`config.mk`:
```
export PLATFORM = sky130hd
export DESIGN_NAME = hilbert_framer
export DESIGN_NICKNAME = d
export VERILOG_FILES = /design/src/rtl/hilbert_framer.sv
export SDC_FILE = /design/constraint.sdc
export NUM_CORES = 1
export LEC_CHECK = 0
export CAP_MARGIN = 20
export CORE_ASPECT_RATIO = 1.75
export CORE_UTILIZATION = 43
export DETAILED_ROUTE_END_ITERATION = 8
export PLACE_DENSITY = 0.8
export SKIP_LAST_GASP = 1
export SLEW_MARGIN = 20
export SYNTH_ARGS = -nofsm -noshare
export SYNTH_HDL_FRONTEND = slang
export SYNTH_SLANG_ARGS = --single-unit
```
`constraint.sdc`:
```
create_clock -name clock_i -period 3.15 [get_ports clock_i]
set_input_delay 0.63 -clock clock_i [delete_from_list [all_inputs] [get_ports clock_i]]
set_output_delay 0.63 -clock clock_i [all_outputs]
set_load 0.02 [all_outputs]
```
`src/rtl/hilbert_framer.sv`:
```
// hilbert_framer: tags strobed complex antenna samples with a frame tick index.
// Optional FRAME_CHECK_EN: in RUN, framed_i is checked against the tick count.
module hilbert_framer #(
  parameter int WIDTH = 24,
  parameter int TICKS = 12,
  parameter int TBITS = 4
) (
  input  logic             clock_i,
  input  logic             reset_i,
  input  logic             locked_i,
  input  logic             strobe_i,
  input  logic             framed_i,
  input  logic [WIDTH-1:0] sig_re_i,
  input  logic [WIDTH-1:0] sig_im_i,
  output logic             valid_o,
  output logic             first_o,
  output logic             last_o,
  output logic [TBITS-1:0] tick_o,
  output logic [WIDTH-1:0] re_o,
  output logic [WIDTH-1:0] im_o,
  output logic [15:0]      frames_o,
  output logic             error_o,
  output logic             synced_o
);

  typedef enum logic [1:0] {
    IDLE = 2'd0,
    SYNC = 2'd1,
    RUN  = 2'd2
  } state_e;

  localparam logic [TBITS-1:0] LastTick = TBITS'(TICKS - 1);

  state_e           state_q, state_d;
  logic [TBITS-1:0] tick_q, tick_d;
  logic             valid_q, valid_d;
  logic             first_q, first_d;
  logic             last_q, last_d;
  logic [TBITS-1:0] otick_q, otick_d;
  logic [WIDTH-1:0] re_q, re_d;
  logic [WIDTH-1:0] im_q, im_d;
  logic [15:0]      frames_q, frames_d;
`ifdef FRAME_CHECK_EN
  logic             err_q, err_d;
`endif

  // accept: sample goes out next cycle tagged with acc_tick
  logic             accept;
  logic [TBITS-1:0] acc_tick;

  function automatic logic [TBITS-1:0] next_tick(input logic [TBITS-1:0] t);
    return (t == LastTick) ? '0 : t + TBITS'(1);
  endfunction

  // FSM transitions and sample acceptance
  always_comb begin
    state_d  = state_q;
    tick_d   = tick_q;
    accept   = 1'b0;
    acc_tick = tick_q;
`ifdef FRAME_CHECK_EN
    err_d    = 1'b0;
`endif
    if (!locked_i) begin
      state_d = IDLE;
      tick_d  = '0;
    end else begin
      unique case (state_q)
        IDLE: begin
          state_d = SYNC;
          tick_d  = '0;
        end
        SYNC: begin
          if (strobe_i && framed_i) begin
            state_d  = RUN;
            accept   = 1'b1;
            acc_tick = '0;
            tick_d   = next_tick('0);
          end
        end
        RUN: begin
          if (strobe_i) begin
`ifdef FRAME_CHECK_EN
            if (framed_i && tick_q != '0) begin
              // early frame marker: realign on this sample
              err_d    = 1'b1;
              accept   = 1'b1;
              acc_tick = '0;
              tick_d   = next_tick('0);
            end else if (!framed_i && tick_q == '0) begin
              // missing frame marker: drop and hunt again
              err_d    = 1'b1;
              state_d  = SYNC;
              tick_d   = '0;
            end else begin
              accept   = 1'b1;
              tick_d   = next_tick(tick_q);
            end
`else
            accept = 1'b1;
            tick_d = next_tick(tick_q);
`endif
          end
        end
        default: begin
          state_d = IDLE;
          tick_d  = '0;
        end
      endcase
    end
  end

  // output register next-state; data holds when nothing is accepted
  always_comb begin
    valid_d  = accept;
    first_d  = accept && (acc_tick == '0);
    last_d   = accept && (acc_tick == LastTick);
    otick_d  = otick_q;
    re_d     = re_q;
    im_d     = im_q;
    frames_d = frames_q;
    if (accept) begin
      otick_d = acc_tick;
      re_d    = sig_re_i;
      im_d    = sig_im_i;
      if (acc_tick == LastTick) begin
        frames_d = frames_q + 16'd1;
      end
    end
  end

  // state and output registers
  always_ff @(posedge clock_i) begin
    if (reset_i) begin
      state_q  <= IDLE;
      tick_q   <= '0;
      valid_q  <= 1'b0;
      first_q  <= 1'b0;
      last_q   <= 1'b0;
      otick_q  <= '0;
      re_q     <= '0;
      im_q     <= '0;
      frames_q <= '0;
    end else begin
      state_q  <= state_d;
      tick_q   <= tick_d;
      valid_q  <= valid_d;
      first_q  <= first_d;
      last_q   <= last_d;
      otick_q  <= otick_d;
      re_q     <= re_d;
      im_q     <= im_d;
      frames_q <= frames_d;
    end
  end

`ifdef FRAME_CHECK_EN
  // one-cycle framing-error pulse
  always_ff @(posedge clock_i) begin
    if (reset_i) begin
      err_q <= 1'b0;
    end else begin
      err_q <= err_d;
    end
  end
  assign error_o = err_q;
`else
  assign error_o = 1'b0;
`endif

  assign valid_o  = valid_q;
  assign first_o  = first_q;
  assign last_o   = last_q;
  assign tick_o   = otick_q;
  assign re_o     = re_q;
  assign im_o     = im_q;
  assign frames_o = frames_q;
  assign synced_o = (state_q == RUN);

endmodule

```
==> flow_metrics.env, run 1 <==
export IMPL_status="finished clean"
export IMPL_drt_first_iter_violations=167
export IMPL_grt_pass1_wl_um=12670
export IMPL_worstPathRequired_ps=3400
export IMPL_routedWlPerCell_um=14.37
export IMPL_grt_max_degree=54
export IMPL_crit_chain="inv_1 > ha_1 > nand3_1 > or4b_4 > or4_1 > a21oi_1"
export IMPL_async_flop_share=0
export IMPL_ys_ff_latch=77
export IMPL_via_per_inst=5.250
export IMPL_yosysWarnings=0
export IMPL_setup_viol=0
export IMPL_r2r_cells=6
export IMPL_dp_hpwl_um=5865
export IMPL_fp_dieH_um=114.1
export IMPL_slew_violations=0
export IMPL_relSlewSlack=0.5671
export IMPL_slowest_stage="or4b_4"
export IMPL_worstSetupEndpointType="flip-flop"
export IMPL_postSynthAreaPerCell_um2=8.141
export IMPL_clk_pin_slew_ps=60
export IMPL_holdCritPathClass="reg2reg"
export IMPL_pin_count=126
export IMPL_die_w_um=66.04
export IMPL_clock_sinks=77
export IMPL_synth_edf_count=0
export IMPL_first_pass_iters=4
export IMPL_min_path_cells=2
export IMPL_grt_total_usage=0.2217
export IMPL_worst_path_buf_inv=1
export IMPL_powerDensity_nw_per_um2=462.6
export IMPL_rsz0062_at_grt="no"
export IMPL_clock_latency_ps=330
export IMPL_syn_cell_area_um2=3085
export IMPL_drive_gt1_frac=0.04609
export IMPL_synthesis_nets=438
export IMPL_postCtsSetupBuffers=0
export IMPL_cts_root_buf="clkbuf_16"
export IMPL_hold_end="im_o[5]$_SDFFE_PP0P_"
export IMPL_place_congestion=0.8052
export IMPL_rows=40
export IMPL_worstMarginPinSlew_ps=649.4
export IMPL_antenna_left=0
export IMPL_cts_tree="done"
export IMPL_ff2ff_setup_slack_ps=720
export IMPL_port_buffers=124
export IMPL_placed_cell_area_um2=4364
export IMPL_finalInstanceArea_um2=4677
export IMPL_layout_common_cells="clkdlybuf4s50_1 (123), nand2_1 (109), dfxtp_1 (77)"
export IMPL_critPathTopFamily="simple AND/OR/NAND/NOR gates"
export IMPL_cts_buffers=9
export IMPL_r2r_start="state_q[0]$_SDFFE_PP0P_"
export IMPL_worstSetupPathType="reg2reg"
export IMPL_skew_ps=8.223
export IMPL_antenna_found_initial=0
export IMPL_finalSetupTns_ps=0
export IMPL_ys_seq_area_frac=0.4996
export IMPL_start_kind="flip-flop"
export IMPL_vias=3061
export IMPL_layout_commonest_cell="clkdlybuf4s50_1"
export IMPL_overflow=0
export IMPL_maxCapViolCount=0
export IMPL_hold_viol_final=0
export IMPL_netlist_instances=379
export IMPL_clockBufferDepth=2
export IMPL_floorplan_initialDensity=0.4467
export IMPL_coreArea_um2=6907
export IMPL_grt_pass1_vias=2647
export IMPL_min_period_ps=2433
export IMPL_power_leakage_nw=1.558
export IMPL_r2r_end="frames_o[4]$_SDFFE_PP0P_"
export IMPL_routed_wl_um=8378
export IMPL_final_nets=553
export IMPL_ys_flop_type="dfxtp_1"
export IMPL_slowest_delay_ps=660
export IMPL_area_growth_pct=51.58
export IMPL_htree_levels=3
export IMPL_ctsHoldBuffers=0
export IMPL_cts_resized=0
export IMPL_drcViolationCount=0
export IMPL_arrival_ps=2690
export IMPL_min_period_over_period=0.7722
export IMPL_fmax_mhz=411.1
export IMPL_die_area_um2=7532
export IMPL_min_from="im_o[5]$_SDFFE_PP0P_"
export IMPL_num_antenna_cells=0
export IMPL_yosysUniqueCellTypes=37
export IMPL_vdd_drop_max_mv=0.2735
export IMPL_crit_fanout=11
## worst max-delay path by stage
stage                            start                       end  slack [ps]  cells past startpoint
2_1_floorplan  state_q[0]$_SDFFE_PP0P_  frames_o[5]$_SDFFE_PP0P_         940                      7
3_3_place_gp                  strobe_i  frames_o[4]$_SDFFE_PP0P_         470                      5
3_5_place_dp                  strobe_i  frames_o[4]$_SDFFE_PP0P_         410                      5
4_1_cts        state_q[0]$_SDFFE_PP0P_  frames_o[4]$_SDFFE_PP0P_         700                      6
5_1_grt        state_q[0]$_SDFFE_PP0P_  frames_o[4]$_SDFFE_PP0P_         560                      6
6_report       state_q[0]$_SDFFE_PP0P_  frames_o[4]$_SDFFE_PP0P_         720                      6
## sequential cells by signal (all words and copies together) (netlist names)
| register | cells |
|---|---|
| valid_o | 1 |
| im_o | 24 |
| first_o | 1 |
| last_o | 1 |
| tick_q | 4 |
| re_o | 24 |
| tick_o | 4 |
| frames_o | 16 |
| state_q | 2 |
## tightest hold or removal path, cell delays in order (launching register included)
cell and delay [ps]:
dfxtp_1 300, nand2_1 50, a21oi_1 50
## synth_stat cells (4+ instances only)
| library cell | instances | area [µm²] |
|---|---|---|
| a21oi_1 | 71 | 355.3 |
| clkbuf_1 | 20 | 75.07 |
| dfxtp_1 | 77 | 1541 |
| ha_1 | 6 | 75.07 |
| inv_1 | 5 | 18.77 |
| nand2_1 | 109 | 409.1 |
| nand3_1 | 7 | 35.03 |
| nand4_1 | 5 | 31.28 |
| nor2_1 | 14 | 52.55 |
| nor4b_1 | 4 | 35.03 |
| o31ai_1 | 10 | 75.07 |
| or4_1 | 11 | 82.58 |
## kinds of logic after synthesis
| logic type | after synthesis | synth area share |
|---|---|---|
| AO/OA/AOI/OAI | 90 | 0.1577 |
| XOR/XNOR | 1 | 0.002839 |
| adder cells (fa/ha/maj) | 6 | 0.02433 |
| buffers and inverters | 28 | 0.04015 |
| flip-flops | 77 | 0.4996 |
| multiplexers | 4 | 0.01338 |
| other | 1 | 0.001215 |
| AND/OR/NAND/NOR | 172 | 0.2607 |
## metrics by stage
step | instances | utilization | setup WS (ps) | power, mW | hold slack (ps)
final | 583 | 0.6772 | 717.5 | 2.164 | 452.2
after global routing | 583 | 0.6772 | 564.9 | 2.231 | 466.6
after CTS | 583 | 0.6772 | 702.9 | 2.189 | 454.3
after detailed placement | 567 | 0.6319 | 410.1 | 1.131 | 446.2
after global placement | 567 | 0.6319 | 466.8 | 1.130 | 441.6
after floorplan | 379 | - | 944.1 | 1.049 | 477.1
## area by class of cell
class                      instances  area (µm²)
inverter                           5       18.77
tap                               84       105.1
clock inverter                     3       42.54
sequential                        77        1541
fill                             569        2230
timing repair buffer             127        1271
multi-input combinational        274        1428
clock buffer                      13       270.3
## layer usage
| metal | share of wire | global-route usage |
|---|---|---|
| met1 | 0.39 | 0.2293 |
| met2 | 0.54 | 0.4000 |
| met3 | 0.055 | 0.05976 |
| met4 | 0.020 | 0.1064 |
| met5 | 0 | 0 |
## power by group
| group | switching [mW] | internal (mW) | total [mW] |
|---|---|---|---|
| Clock | 0.376 | 0.677 | 1.05 |
| Combinational | 0.0548 | 0.0740 | 0.129 |
| Sequential | 0.00300 | 0.979 | 0.982 |
| Total | 0.434 | 1.73 | 2.16 |
No activity file was read; power rests on OpenSTA's default activity.
==> run 2, diff against run 1 <==
Settings changed: CORE_UTILIZATION 43 to 39, PLACE_DENSITY 0.8 to 0.77.
Clock period 3.15 ns to 2.1 ns, I/O delays scaled along.
==> run 2 against run 1 <==
Critical path depth fell by 3. Critical path type is now reg2out. Clock-buffer cell count fell by 4. First-iteration DRC count rose by 12%. Cell count rose by 3.4%. Largest cell class unchanged. Global-route usage fell by 1.3 points. Largest power group is now sequential cells.
==> flow_metrics.env, run 2 (synthesized netlist as in run 1, its figures left out) <==
export IMPL_min_period_ps=2022
export IMPL_crit_fanout=8
export IMPL_clock_latency_ps=320
export IMPL_maxCapViolCount=0
export IMPL_layout_common_cells="clkdlybuf4s50_1 (123), nand2_1 (109), dfxtp_1 (75)"
export IMPL_cts_resized=0
export IMPL_hold_viol_final=0
export IMPL_fp_dieH_um=119.7
export IMPL_rsz0062_at_grt="yes"
export IMPL_first_pass_iters=4
export IMPL_antenna_found_initial=0
export IMPL_worstPathRequired_ps=1680
export IMPL_drcViolationCount=0
export IMPL_vias=3143
export IMPL_drt_first_iter_violations=187
export IMPL_htree_levels=3
export IMPL_worstSetupPathType="reg2out"
export IMPL_power_leakage_nw=1.636
export IMPL_num_antenna_cells=0
export IMPL_via_per_inst=5.212
export IMPL_pin_count=126
export IMPL_status="finished clean"
export IMPL_die_w_um=69.24
export IMPL_cts_buffers=9
export IMPL_grt_max_degree=49
export IMPL_routed_wl_um=8524
export IMPL_fmax_mhz=494.6
export IMPL_vdd_drop_max_mv=0.4253
export IMPL_coreArea_um2=7620
export IMPL_place_congestion=0.8612
export IMPL_grt_pass1_vias=2926
export IMPL_floorplan_initialDensity=0.4049
export IMPL_area_growth_pct=56.69
export IMPL_grt_total_usage=0.2083
export IMPL_clk_pin_slew_ps=60
export IMPL_routedWlPerCell_um=14.14
export IMPL_holdCritPathClass="reg2reg"
export IMPL_min_period_over_period=0.9628
export IMPL_cts_tree="done"
export IMPL_final_nets=570
export IMPL_worstSetupEndpointType="output port"
export IMPL_dp_hpwl_um=6221
export IMPL_start_kind="flip-flop"
export IMPL_power_total_mw=3.147
export IMPL_powerDensity_nw_per_um2=650.9
export IMPL_drive_gt1_frac=0.09320
export IMPL_antenna_left=0
export IMPL_layout_commonest_cell="clkdlybuf4s50_1"
export IMPL_clock_sinks=77
export IMPL_holdWs_ps=452.0
export IMPL_die_area_um2=8285
export IMPL_slew_violations=0
export IMPL_port_buffers=124
export IMPL_rows=42
export IMPL_cts_root_buf="clkbuf_16"
export IMPL_overflow=0
export IMPL_clockBufferDepth=2
export IMPL_ctsHoldBuffers=0
export IMPL_setup_viol=0
export IMPL_grt_pass1_wl_um=13820
export IMPL_arrival_ps=1600
export IMPL_skew_ps=4.886
## run 2: changes by cell type in the layout (fill, tap and decap cells not counted), moves of 2 or more
| cell | before | now |
|---|---|---|
| clkbuf_8 | 3 | 0 |
| clkinv_2 | 1 | 5 |
| buf_4 | 2 | 18 |
| ha_4 | 0 | 3 |
| dfxtp_1 | 77 | 75 |
| inv_1 | 5 | 3 |
| ha_1 | 6 | 3 |
| dfxtp_2 | 0 | 2 |
| inv_2 | 0 | 2 |
## run 2: layer usage
layer / track usage / wire length [µm]
met2: 0.3580 / 4515
met5: 0 / 0
met1: 0.2374 / 3350
met3: 0.04618 / 365
met4: 0.1110 / 293
## run 2: layout make-up
cell class                      instances  area, µm²
Multi-Input combinational cell        274       1470
Fill cell                             639       2785
Clock buffer                            9      225.2
Inverter                                5      18.77
Sequential cell                        77       1544
Clock inverter                          6      55.05
Tap cell                               88      110.1
Timing Repair Buffer                  144       1411
## run 2: repair_timing
action                     in CTS  in global routing
setup endpoints to repair       0                  2
setup buffers                   0                  1
hold endpoints to repair        0                  0
## run 2: report_power, final
part           switching [mW]  internal [mW]
logic                  0.0888          0.127
registers             0.00562           1.47
clock network           0.555          0.901
## run 2: worst paths after layout
| kind | start | endpoint | slack, ps | cells after the start |
|---|---|---|---|---|
| worst max-delay path | state_q[0]$_SDFFE_PP0P_ | synced_o | 80 | 3 |
| worst min-delay path | re_o[5]$_SDFFE_PP0P_ | re_o[5]$_SDFFE_PP0P_ | 450 | 2 |
| worst max register to register | state_q[1]$_SDFFE_PP0P_ | frames_o[4]$_SDFFE_PP0P_ | 80 | 6 |
| worst min register to register | re_o[5]$_SDFFE_PP0P_ | re_o[5]$_SDFFE_PP0P_ | 450 | 2 |
## run 2: through the flow
stage	util	setup WS, ps	area, µm²	instances	setup TNS (ps)
after global placement	0.5967	-161.0	4547	587	-593.5
after global routing	0.6345	-10.18	4835	603	-10.18
after detailed placement	0.5967	-197.8	4547	587	-1436
final	0.6345	78.12	4835	603	0
after floorplan	-	17.16	3131	379	0
after CTS	0.6335	66.26	4827	602	0
## run 2: critical path, cell delays in order, from the launching register on
cell,delay (ps)
dfxtp_2,350
inv_2,110
ha_4,200
clkdlybuf4s50_1,620
==> run 3, diff against run 2 <==
--- a/config.mk
+++ b/config.mk
@@ -10,2 +10,3 @@
 export CORE_UTILIZATION = 39
+export CTS_CLUSTER_SIZE = 40
 export DETAILED_ROUTE_END_ITERATION = 8
--- a/constraint.sdc
+++ b/constraint.sdc
@@ -3,2 +3,2 @@
 set_output_delay 0.42 -clock clock_i [all_outputs]
-set_load 0.02 [all_outputs]
+set_load 0.1 [all_outputs]
==> run 3 against run 2 <==
Register-to-register slack is essentially flat. Sequential share of layout area grew 0.82 points. Cell count grew 0.50%. Combinational power grew 17%. Power grew 6.6%. Non-clock buffer count grew 3. First-iteration DRC count shrank 24%. Critical path depth grew 2. Critical path type is now in2reg. Critical endpoint is now frames_o[5]$_SDFFE_PP0P_. Largest cell class unchanged.
==> flow_metrics.env, run 3 (synthesized netlist as in run 1, its figures left out) <==
export IMPL_status="finished clean"
export IMPL_power_switching_uw=694.3
export IMPL_vias=3147
export IMPL_min_period_ps=2027
export IMPL_cts_buffers=9
export IMPL_cts_root_buf="clkbuf_16"
export IMPL_crit_chain="clkdlybuf4s50_1 > and4_4 > or4b_4 > or4_1 > a21oi_1"
export IMPL_rows=42
export IMPL_fp_dieH_um=119.7
export IMPL_power_internal_mw=2.660
export IMPL_crit_fanout=9
export IMPL_power_total_mw=3.355
export IMPL_dp_hpwl_um=6142
export IMPL_final_cells=606
export IMPL_dp_cells=591
export IMPL_p_clk_frac=0.486
export IMPL_floorplan_initialDensity=0.4049
export IMPL_critPathTopFamily="simple AND/OR/NAND/NOR gates"
export IMPL_worst_path_buf_inv=1
export IMPL_maxCapViolCount=0
export IMPL_worstPathRequired_ps=2340
export IMPL_place_congestion=0.8590
export IMPL_holdCritPathClass="reg2reg"
export IMPL_grt_pass1_wl_um=13830
export IMPL_power_leakage_nw=1.822
export IMPL_p_sw_frac=0.2070
export IMPL_powerDensity_nw_per_um2=704.8
export IMPL_slew_violations=0
export IMPL_cts_resized=0
export IMPL_routed_wl_um=8378
export IMPL_rsz0062_at_grt="no"
export IMPL_hold_viol_final=0
export IMPL_crit_cells=5
export IMPL_grt_max_degree=49
export IMPL_vdd_drop_max_mv=0.4079
export IMPL_min_period_over_period=0.9651
export IMPL_combPwrFrac=0.075
export IMPL_slowest_stage="or4b_4"
export IMPL_clock_latency_ps=330
export IMPL_pre_cts_slack_ps=-216.2
export IMPL_min_path_cells=2
export IMPL_drive_gt1_frac=0.2568
export IMPL_finalInstanceArea_um2=4760
export IMPL_layout_common_cells="nand2_1 (109), buf_4 (91), a21oi_1 (71)"
export IMPL_postLayoutCoreUtil=0.6246
export IMPL_grt_pass1_vias=2989
export IMPL_setup_viol=0
export IMPL_skew_ps=6.279
export IMPL_grt_total_usage=0.2062
export IMPL_area_growth_pct=54.26
export IMPL_drt_first_iter_violations=143
export IMPL_layout_commonest_cell="nand2_1"
export IMPL_holdWs_ps=453.5
export IMPL_placed_cell_area_um2=4442
export IMPL_htree_levels=3
export IMPL_antenna_found_initial=0
export IMPL_die_area_um2=8285
export IMPL_first_pass_iters=4
export IMPL_final_nets=573
export IMPL_clock_sinks=77
export IMPL_pin_count=126
export IMPL_antenna_left=0
export IMPL_postCtsSetupBuffers=0
export IMPL_fmax_mhz=493.4
export IMPL_finalSetupTns_ps=0
export IMPL_setup_ws_ps=73.34
export IMPL_worstSetupPathType="in2reg"
export IMPL_ctsHoldBuffers=0
export IMPL_start_kind="input port"
export IMPL_coreArea_um2=7620
export IMPL_cts_tree="done"
export IMPL_arrival_ps=2270
export IMPL_port_buffers=124
export IMPL_drcViolationCount=0
export IMPL_num_antenna_cells=0
export IMPL_r2r_cells=6
export IMPL_via_per_inst=5.193
export IMPL_clockBufferDepth=2
export IMPL_worstSetupEndpointType="flip-flop"
export IMPL_pwr_share_seq=0.439
export IMPL_overflow=0
export IMPL_clk_pin_slew_ps=50
export IMPL_slowest_delay_ps=560
export IMPL_die_w_um=69.24
export IMPL_routedWlPerCell_um=13.83
[run 3: final timing paths]
check	start	endpoint	slack [ps]
max	locked_i	frames_o[5]$_SDFFE_PP0P_	70
min	re_o[4]$_SDFFE_PP0P_	re_o[4]$_SDFFE_PP0P_	450
max reg2reg	state_q[1]$_SDFFE_PP0P_	frames_o[5]$_SDFFE_PP0P_	80
min reg2reg	re_o[4]$_SDFFE_PP0P_	re_o[4]$_SDFFE_PP0P_	450
[run 3: per-layer routing]
metal	routed length [µm]	global-route usage
met1	3208	0.2213
met2	4581	0.3805
met3	358	0.04198
met4	229	0.09311
met5	0	0
[run 3: cell type report]
class,instances,area [µm²]
inverter,5,18.77
clock buffer,11,242.7
fill,651,2860
multi-input combinational,274,1478
tap,88,110.1
sequential,77,1559
timing repair buffer,147,1279
clock inverter,4,72.57
[run 3: power by group through the flow]
stage,clock [mW],combinational (mW),sequential (mW)
after CTS,1.66,0.255,1.47
final,1.63,0.253,1.47
after global routing,1.73,0.270,1.47
after floorplan,0,0.0822,1.54
after global placement,0,0.251,1.50
after detailed placement,0,0.253,1.51
[run 3: worst register-to-register path: stages, from the launching register on]
cell,delay [ps]
dfxtp_1,340
inv_2,70
ha_4,190
and4_4,190
or4b_4,560
or4_1,410
a21oi_1,170
